<file path="src/rtl/vga_timing_gen_pkg.sv">
// Shared VGA width and 640x480@60 timing constants, plus the timing-set type
// and the acceptance rule used by the configuration handshake.
package vga_timing_gen_pkg;

    localparam int REZ_MAX_WIDTH = 11;

    localparam int VGA_H_TOTAL      = 800;
    localparam int VGA_H_SYNC_START = 656;
    localparam int VGA_H_SYNC_END   = 751;
    localparam int VGA_V_TOTAL      = 525;
    localparam int VGA_V_SYNC_START = 490;
    localparam int VGA_V_SYNC_END   = 491;

    typedef logic [REZ_MAX_WIDTH-1:0] coord_t;

    typedef struct packed {
        coord_t h_total;
        coord_t h_sync_start;
        coord_t h_sync_end;
        coord_t v_total;
        coord_t v_sync_start;
        coord_t v_sync_end;
    } timing_t;

    function automatic logic axis_ok(coord_t total, coord_t sync_start, coord_t sync_end);
        return (total >= coord_t'(2)) && (sync_start <= sync_end) && (sync_end < total);
    endfunction

    function automatic logic timing_ok(timing_t t);
        return axis_ok(t.h_total, t.h_sync_start, t.h_sync_end) &&
               axis_ok(t.v_total, t.v_sync_start, t.v_sync_end);
    endfunction

endpackage

</file>
<file path="src/rtl/vga_timing_gen_if.sv">
// Valid/ready timing-set channel from the Config unit to the timing generator.
interface vga_timing_gen_if;
    import vga_timing_gen_pkg::*;

    logic   Cfg_valid;
    logic   Cfg_ready;
    logic   Cfg_err;
    coord_t Cfg_h_total;
    coord_t Cfg_h_sync_start;
    coord_t Cfg_h_sync_end;
    coord_t Cfg_v_total;
    coord_t Cfg_v_sync_start;
    coord_t Cfg_v_sync_end;

    modport master (
        output Cfg_valid, Cfg_h_total, Cfg_h_sync_start, Cfg_h_sync_end,
               Cfg_v_total, Cfg_v_sync_start, Cfg_v_sync_end,
        input  Cfg_ready, Cfg_err
    );

    modport slave (
        input  Cfg_valid, Cfg_h_total, Cfg_h_sync_start, Cfg_h_sync_end,
               Cfg_v_total, Cfg_v_sync_start, Cfg_v_sync_end,
        output Cfg_ready, Cfg_err
    );

endinterface

</file>
<file path="src/rtl/vga_axis_counter.sv">
// One raster axis: wrapping counter plus registered sync, both updated together
// so the sync level never lags the count it describes.
module vga_axis_counter
    import vga_timing_gen_pkg::*;
#(
    parameter bit SYNC_POL = 1'b0
) (
    input  logic   clk,
    input  logic   rst_n,
    input  logic   i_en,
    input  logic   i_wrap_in,
    input  coord_t i_total,
    input  coord_t i_sync_start,
    input  coord_t i_sync_end,
    output coord_t o_count,
    output logic   o_sync,
    output logic   o_wrap
);

    coord_t r_count;
    logic   r_sync;
    logic   w_step;
    coord_t w_next;

    // NOTE: every always_comb output gets a default first so no path can infer a latch.
    always_comb begin
        w_step = i_en && i_wrap_in;
        o_wrap = w_step && (r_count == i_total - coord_t'(1));
        w_next = o_wrap ? '0 : r_count + coord_t'(1);
    end

    // NOTE: state is assigned with <= so every flop samples pre-edge values, regardless of block order.
    always_ff @(posedge clk or negedge rst_n) begin
        if (!rst_n) begin
            r_count <= '0;
            r_sync  <= ~SYNC_POL;
        end else if (w_step) begin
            r_count <= w_next;
            r_sync  <= ((w_next >= i_sync_start) && (w_next <= i_sync_end)) ? SYNC_POL : ~SYNC_POL;
        end
    end

    assign o_count = r_count;
    assign o_sync  = r_sync;

endmodule

</file>
<file path="src/rtl/vga_timing_gen.sv">
// VGA raster timing: pixel-tick divider, h/v axis counters and a pending/active
// timing-set pair so new timings only ever take effect at a frame boundary.
module vga_timing_gen
    import vga_timing_gen_pkg::*;
#(
    parameter int unsigned PIX_DIV          = 4,
    parameter bit          SYNC_POL         = 1'b0,
    parameter int unsigned DEF_H_TOTAL      = VGA_H_TOTAL,
    parameter int unsigned DEF_H_SYNC_START = VGA_H_SYNC_START,
    parameter int unsigned DEF_H_SYNC_END   = VGA_H_SYNC_END,
    parameter int unsigned DEF_V_TOTAL      = VGA_V_TOTAL,
    parameter int unsigned DEF_V_SYNC_START = VGA_V_SYNC_START,
    parameter int unsigned DEF_V_SYNC_END   = VGA_V_SYNC_END
) (
    input  logic                     clk,
    input  logic                     rst_n,
    vga_timing_gen_if.slave          cfg,
    output logic [REZ_MAX_WIDTH-1:0] Count_h,
    output logic [REZ_MAX_WIDTH-1:0] Count_v,
    output logic                     HSYNC,
    output logic                     VSYNC,
    output logic                     Line_start,
    output logic                     Frame_start
);

    localparam int DIV_W = (PIX_DIV > 1) ? $clog2(PIX_DIV) : 1;
    localparam logic [DIV_W-1:0] DIV_LAST = DIV_W'(PIX_DIV - 1);

    localparam timing_t DEF_TIMING = '{
        h_total:      coord_t'(DEF_H_TOTAL),
        h_sync_start: coord_t'(DEF_H_SYNC_START),
        h_sync_end:   coord_t'(DEF_H_SYNC_END),
        v_total:      coord_t'(DEF_V_TOTAL),
        v_sync_start: coord_t'(DEF_V_SYNC_START),
        v_sync_end:   coord_t'(DEF_V_SYNC_END)
    };

    logic [DIV_W-1:0] r_div;
    logic             w_tick;

    timing_t r_active;
    timing_t r_pending;
    logic    r_ready;
    logic    r_err;
    logic    r_line_start;
    logic    r_frame_start;

    timing_t w_cfg;
    logic    w_xfer;
    logic    w_apply;
    logic    w_h_wrap;
    logic    w_v_wrap;
    coord_t  w_h_sync_start, w_h_sync_end;
    coord_t  w_v_sync_start, w_v_sync_end;

    assign w_tick = (r_div == DIV_LAST);

    always_ff @(posedge clk or negedge rst_n) begin
        if (!rst_n) r_div <= '0;
        else        r_div <= w_tick ? '0 : r_div + DIV_W'(1);
    end

    assign w_cfg = '{
        h_total:      cfg.Cfg_h_total,
        h_sync_start: cfg.Cfg_h_sync_start,
        h_sync_end:   cfg.Cfg_h_sync_end,
        v_total:      cfg.Cfg_v_total,
        v_sync_start: cfg.Cfg_v_sync_start,
        v_sync_end:   cfg.Cfg_v_sync_end
    };

    // A held set (ready low) is promoted on the frame-wrap tick; ready low also
    // means a transfer in that same clock cannot happen, so the two never collide.
    assign w_xfer  = cfg.Cfg_valid && r_ready;
    assign w_apply = w_v_wrap && !r_ready;

    // The first pixel of a new frame is judged against the timing it belongs to.
    assign w_h_sync_start = w_apply ? r_pending.h_sync_start : r_active.h_sync_start;
    assign w_h_sync_end   = w_apply ? r_pending.h_sync_end   : r_active.h_sync_end;
    assign w_v_sync_start = w_apply ? r_pending.v_sync_start : r_active.v_sync_start;
    assign w_v_sync_end   = w_apply ? r_pending.v_sync_end   : r_active.v_sync_end;

    // NOTE: the pending slot is a handful of flops, not a RAM, so it is reset like any other register.
    always_ff @(posedge clk or negedge rst_n) begin
        if (!rst_n) begin
            r_active  <= DEF_TIMING;
            r_pending <= '0;
            r_ready   <= 1'b1;
            r_err     <= 1'b0;
        end else begin
            r_err <= w_xfer && !timing_ok(w_cfg);
            if (w_apply) begin
                r_active <= r_pending;
                r_ready  <= 1'b1;
            end else if (w_xfer && timing_ok(w_cfg)) begin
                r_pending <= w_cfg;
                r_ready   <= 1'b0;
            end
        end
    end

    always_ff @(posedge clk or negedge rst_n) begin
        if (!rst_n) begin
            r_line_start  <= 1'b0;
            r_frame_start <= 1'b0;
        end else begin
            r_line_start  <= w_h_wrap;
            r_frame_start <= w_v_wrap;
        end
    end

    vga_axis_counter #(.SYNC_POL(SYNC_POL)) u_h_axis (
        .clk          (clk),
        .rst_n        (rst_n),
        .i_en         (w_tick),
        .i_wrap_in    (1'b1),
        .i_total      (r_active.h_total),
        .i_sync_start (w_h_sync_start),
        .i_sync_end   (w_h_sync_end),
        .o_count      (Count_h),
        .o_sync       (HSYNC),
        .o_wrap       (w_h_wrap)
    );

    vga_axis_counter #(.SYNC_POL(SYNC_POL)) u_v_axis (
        .clk          (clk),
        .rst_n        (rst_n),
        .i_en         (w_tick),
        .i_wrap_in    (w_h_wrap),
        .i_total      (r_active.v_total),
        .i_sync_start (w_v_sync_start),
        .i_sync_end   (w_v_sync_end),
        .o_count      (Count_v),
        .o_sync       (VSYNC),
        .o_wrap       (w_v_wrap)
    );

    assign Line_start    = r_line_start;
    assign Frame_start   = r_frame_start;
    assign cfg.Cfg_ready = r_ready;
    assign cfg.Cfg_err   = r_err;

endmodule

</file>
<file path="src/flat_wrapper.sv">
// flat-port wrapper written by rule: the top's interface ports become plain ports
module vga_timing_gen_flat import vga_timing_gen_pkg::*;
#(
    parameter int unsigned PIX_DIV          = 4,
    parameter bit          SYNC_POL         = 1'b0,
    parameter int unsigned DEF_H_TOTAL      = VGA_H_TOTAL,
    parameter int unsigned DEF_H_SYNC_START = VGA_H_SYNC_START,
    parameter int unsigned DEF_H_SYNC_END   = VGA_H_SYNC_END,
    parameter int unsigned DEF_V_TOTAL      = VGA_V_TOTAL,
    parameter int unsigned DEF_V_SYNC_START = VGA_V_SYNC_START,
    parameter int unsigned DEF_V_SYNC_END   = VGA_V_SYNC_END
)
  (clk, rst_n, Count_h, Count_v, HSYNC, VSYNC, Line_start, Frame_start, cfg_Cfg_valid, cfg_Cfg_h_total, cfg_Cfg_h_sync_start, cfg_Cfg_h_sync_end, cfg_Cfg_v_total, cfg_Cfg_v_sync_start, cfg_Cfg_v_sync_end, cfg_Cfg_ready, cfg_Cfg_err);
  vga_timing_gen_if cfg_i ();
  input  logic clk;
  input  logic rst_n;
  output logic [REZ_MAX_WIDTH-1:0] Count_h;
  output logic [REZ_MAX_WIDTH-1:0] Count_v;
  output logic HSYNC;
  output logic VSYNC;
  output logic Line_start;
  output logic Frame_start;
  input wire logic [$bits(cfg_i.Cfg_valid)-1:0] cfg_Cfg_valid;
  input wire logic [$bits(cfg_i.Cfg_h_total)-1:0] cfg_Cfg_h_total;
  input wire logic [$bits(cfg_i.Cfg_h_sync_start)-1:0] cfg_Cfg_h_sync_start;
  input wire logic [$bits(cfg_i.Cfg_h_sync_end)-1:0] cfg_Cfg_h_sync_end;
  input wire logic [$bits(cfg_i.Cfg_v_total)-1:0] cfg_Cfg_v_total;
  input wire logic [$bits(cfg_i.Cfg_v_sync_start)-1:0] cfg_Cfg_v_sync_start;
  input wire logic [$bits(cfg_i.Cfg_v_sync_end)-1:0] cfg_Cfg_v_sync_end;
  output wire logic [$bits(cfg_i.Cfg_ready)-1:0] cfg_Cfg_ready;
  output wire logic [$bits(cfg_i.Cfg_err)-1:0] cfg_Cfg_err;
  assign cfg_i.Cfg_valid = cfg_Cfg_valid;
  assign cfg_i.Cfg_h_total = cfg_Cfg_h_total;
  assign cfg_i.Cfg_h_sync_start = cfg_Cfg_h_sync_start;
  assign cfg_i.Cfg_h_sync_end = cfg_Cfg_h_sync_end;
  assign cfg_i.Cfg_v_total = cfg_Cfg_v_total;
  assign cfg_i.Cfg_v_sync_start = cfg_Cfg_v_sync_start;
  assign cfg_i.Cfg_v_sync_end = cfg_Cfg_v_sync_end;
  assign cfg_Cfg_ready = cfg_i.Cfg_ready;
  assign cfg_Cfg_err = cfg_i.Cfg_err;
  vga_timing_gen #(.PIX_DIV(PIX_DIV), .SYNC_POL(SYNC_POL), .DEF_H_TOTAL(DEF_H_TOTAL), .DEF_H_SYNC_START(DEF_H_SYNC_START), .DEF_H_SYNC_END(DEF_H_SYNC_END), .DEF_V_TOTAL(DEF_V_TOTAL), .DEF_V_SYNC_START(DEF_V_SYNC_START), .DEF_V_SYNC_END(DEF_V_SYNC_END)) u_core (.clk(clk), .rst_n(rst_n), .cfg(cfg_i), .Count_h(Count_h), .Count_v(Count_v), .HSYNC(HSYNC), .VSYNC(VSYNC), .Line_start(Line_start), .Frame_start(Frame_start));
endmodule
</file>
<file path="config.mk">
export PLATFORM = sky130hd
export DESIGN_NAME = vga_timing_gen_flat
export DESIGN_NICKNAME = d
export VERILOG_FILES = /design/src/rtl/vga_timing_gen_pkg.sv /design/src/rtl/vga_timing_gen_if.sv /design/src/rtl/vga_axis_counter.sv /design/src/rtl/vga_timing_gen.sv /design/src/flat_wrapper.sv
export SDC_FILE = /design/constraint.sdc
export NUM_CORES = 1
export LEC_CHECK = 0
export ABC_CLOCK_PERIOD_IN_PS = 6380
export CAP_MARGIN = 0
export CORE_ASPECT_RATIO = 2
export CORE_MARGIN = 10
export CORE_UTILIZATION = 52
export DETAILED_ROUTE_END_ITERATION = 7
export PLACE_DENSITY = 0.87
export SYNTH_ARGS = -nofsm -noshare
export SYNTH_HDL_FRONTEND = slang
export SYNTH_HIERARCHICAL = 1
export SYNTH_SLANG_ARGS = --single-unit
</file>
<file path="constraint.sdc">
create_clock -name clk -period 6.38 [get_ports clk]
set_input_delay 1.276 -clock clk [delete_from_list [all_inputs] [get_ports clk]]
set_output_delay 1.276 -clock clk [all_outputs]
set_load 0.01 [all_outputs]
</file>
==> flow_summary.toml <==
[timing]
setup-tns-final_ns = 0
timing_hold_violations_final = 0
min_period_ns = 5.94
finalSetupViolCount = 0
grt_setup_unrepaired = "false"
layout_setup_ws_ns = 0.442
clock_skew_ns = 0.00889
highest_clock_rate_ghz = 0.168
worst_slew_pin_slew_ns = 0.924
worst_slew_margin_rel_pct = 38.4
final_min_period_over_clock_period_pct = 93.1
drv_slew = 0

[worst_setup_path]
crit_path_start_kind = "flop"
critPathKind = "reg2reg"
end_of_the_worst_register_to_register_path = "u_core/u_h_axis/o_sync"
critical_path_arrival_ns = 6.29
crit-reg2reg-launch = "u_core/r_active[55]"
worst-r2r-setup-slack_ns = 0.44
worstSetupStartpoint = "u_core/r_active[55]"
crit_path_max_fanout = 18
required_ns = 6.73
reg2regPathDepth = 22
critical_path.endpoint_type = "flop"

[logic_synthesis]
post_synth_inst_count = 878
synthesis.nets = 1038
synth_xor_area_share_pct = 3.08
ys_seq_area_share_pct = 42.4
ys_types = 65
synth-edff-count = 0
synth_top_family_by_area = "multiplexers"
synth-warning-count = 6
synth-adder-area-share_pct = 11.8
synth_seq_cells = 162
synthSimpleGateAreaFrac_pct = 10.6
synth.area.mux_share_pct = 17.1
synth-compound-area-share_pct = 9.55
post_synth.cell_area_avg_um2 = 11.0
post_synth_instance_area_um2 = 9650
asyncSetResetFlopFracSynth_pct = 100
synth_ff_type = "dfrtp_1"

[clocking]
clkTransAtPathRegs_ns = 0.06
clk_root_buffer_cell = "clkbuf_16"
clockBufferDepth = 2
clock-sinks = 162
post_cts_hold_buffer_count = 0
cts_made_buffers = 17
cts_tree = "yes"
worst_skew_pair.late_latency_ns = 0.43
cts_setup_buffers = 0
htreeDepth = 4

[final_layout]
fraction_of_final_layout_cells_sized_beyond_drive_strength_1_pct = 23.4
final_cell_mix = "dfrtp_1 (128), mux2_2 (106), clkdlybuf4s50_1 (95)"
final_net_count = 1129
layout.filler_cells = 1403
n_antenna_cell = 0
syn2layout_area_growth_pct = 17.9
mostFrequentLayoutCell = "dfrtp_1"
final_cell_area_um2 = 11400

[routing]
ant_nets = 0
drtPass1Iterations = 5
drc_errors_left = 0
routed-via-count = 7200
wire_per_inst_um = 21.7
drt_iter0_markers = 461
finalWirelength_um = 26000
route.detailed.vias_per_inst = 6.01

[global_route]
grt_use_total_pct = 21.7
grt-ovfl-total = 0
antenna_found_initial = 0
largest_net_degree_at_the_start_of_global_routing = 101
first_global_vias = 7708
grt_pass1_wl_um = 41100

[die]
site_rows = 70
fp.dieW_um = 116
boundaryPins = 97
initial_core_util_pct = 52.7
floorplan.die.height_um = 213
std_cell_core_area_um2 = 18300
floorplan.die_area_um2 = 24700

[job]
drv.max_cap_violation_count = 0

[placement]
finalWeightedCongestion = 0.930
dpl.hpwl_um = 19400
place.port_buffers = 96
placed_cell_area_um2 = 10800
place_ws_ns = 0.396

[worst_hold_path]
hold_path_depth = 1
worstHoldPathType = "reg2reg"
hold_path.startpoint = "u_core/r_div[0]"
worstHoldEndpoint = "u_core/r_div[0]"

[outcome]
result_of_the_run = "completed"

[power]
totalPowerFinal_mw = 2.70
cellLeakagePower_nw = 5.24
vdd.ir_drop.worst_uv = 154
power_density_nw_per_um2 = 237
-- layout make-up --
class / count / area, um^2 / area share [%]
sequential: 162 / 4100 / 36.0
inverter: 94 / 353 / 3.10
clock buffer: 22 / 474 / 4.17
timing repair buffer: 106 / 1040 / 9.11
multi-input combinational: 588 / 5050 / 44.4
clock inverter: 10 / 98.8 / 0.869
tap: 216 / 270 / 2.37
-- critical path, cell delays in order, from the launching register on --
cell,delay (ns)
dfrtp_1,0.44
inv_1,0.10
ha_1,0.21
nor4b_2,0.38
nand2_1,0.17
mux2i_1,0.15
o311a_1,0.36
nor4_4,0.31
nand2_1,0.09
buf_4,0.19
nor4_1,0.32
nand4_1,0.15
a211oi_2,0.37
nor2b_4,0.43
buf_4,0.35
mux2_2,0.39
inv_1,0.06
ha_1,0.23
a21o_1,0.19
a221o_1,0.35
a31oi_1,0.18
o21ai_0,0.12
a221o_1,0.30
-- kinds of logic (layout without fill, tap and decap cells) --
| group | Yosys count | in the layout |
|---|---|---|
| buffers and inverters | 128 | 232 |
| AND/OR/NAND/NOR | 185 | 185 |
| multiplexers | 137 | 137 |
| other | 1 | 1 |
| AO/OA/AOI/OAI | 140 | 140 |
| adder cells (fa/ha/maj) | 91 | 91 |
| flip-flops | 162 | 162 |
| XOR/XNOR | 34 | 34 |
-- metrics by stage --
stage,hold WS (ns),instances,utilization [%]
final,0.427,1198,62.2
after detailed placement,0.420,1166,59.0
after global routing,0.444,1198,62.2
after CTS,0.430,1198,62.1
after floorplan,0.403,878,-
after global placement,0.414,1166,59.0
-- report_power, final --
group	switching, mW	leakage [nW]	internal, mW
logic	0.326	2.88	0.278
registers	0.0465	2.07	1.05
clock network	0.423	0.278	0.573
total	0.795	5.24	1.91
-- flip-flops by register name, summed over array words and instances (netlist names) --
signal / cells
u_core/Frame_start: 1
u_core/Line_start: 1
u_core/cfg.Cfg_err: 1
u_core/cfg.Cfg_ready: 1
u_core/r_active: 66
u_core/r_div: 2
u_core/r_pending: 66
u_core/u_h_axis/o_count: 11
u_core/u_h_axis/o_sync: 1
u_core/u_v_axis/o_count: 11
u_core/u_v_axis/o_sync: 1
-- worst max-delay path by stage --
stage / end / slack [ns] / depth (start not counted)
2_1_floorplan: u_core/u_h_axis/o_sync / 0.17 / 25
3_3_place_gp: u_core/u_h_axis/o_sync / 0.58 / 22
3_5_place_dp: u_core/u_h_axis/o_sync / 0.40 / 22
4_1_cts: u_core/u_h_axis/o_sync / 0.24 / 22
5_1_grt: u_core/u_h_axis/o_sync / 0.08 / 22
6_report: u_core/u_h_axis/o_sync / 0.44 / 22
-- per-layer routing --
layer  vias up  share of wire, %  global-route usage, %
met3        79               3.6                   3.79
li1       3289                 -                      -
met2       229                56                   40.7
met4         0               5.8                   13.3
met1      3603                35                   21.0
met5         -                 0                      0
-- cell usage after synthesis (4+ instances only) --
cell type / number / area, um^2
a221o_1: 4 / 40.0
buf_2: 6 / 30.0
o2111ai_1: 4 / 35.0
or2_2: 8 / 50.1
xor2_1: 13 / 114
dfrtp_1: 128 / 3200
nand2_1: 32 / 120
or3_1: 6 / 37.5
o21ai_1: 4 / 20.0
buf_1: 4 / 15.0
nand2b_1: 8 / 50.1
a22o_1: 5 / 43.8
buf_6: 4 / 45.0
nand3_1: 21 / 105
nand4_1: 8 / 50.1
inv_1: 94 / 353
a31oi_1: 5 / 31.3
nor3_1: 18 / 90.1
a21o_1: 22 / 165
xnor2_1: 21 / 184
a211oi_1: 8 / 60.1
mux2_2: 106 / 1190
or4_1: 5 / 37.5
nor4_1: 7 / 43.8
o21ai_0: 21 / 105
a21oi_1: 42 / 210
nor2_1: 33 / 124
ha_1: 91 / 1140
clkbuf_1: 19 / 71.3
and3_1: 8 / 50.1
mux2_4: 29 / 435
nor2b_1: 13 / 81.3
dfstp_2: 34 / 893
-- timing repair --
item                                   CTS  global route
setup endpoints to repair                0             1
endpoints found under the hold margin    0             0
resized for setup                        0             2
Note: power is estimated with default switching activity, not from simulation.
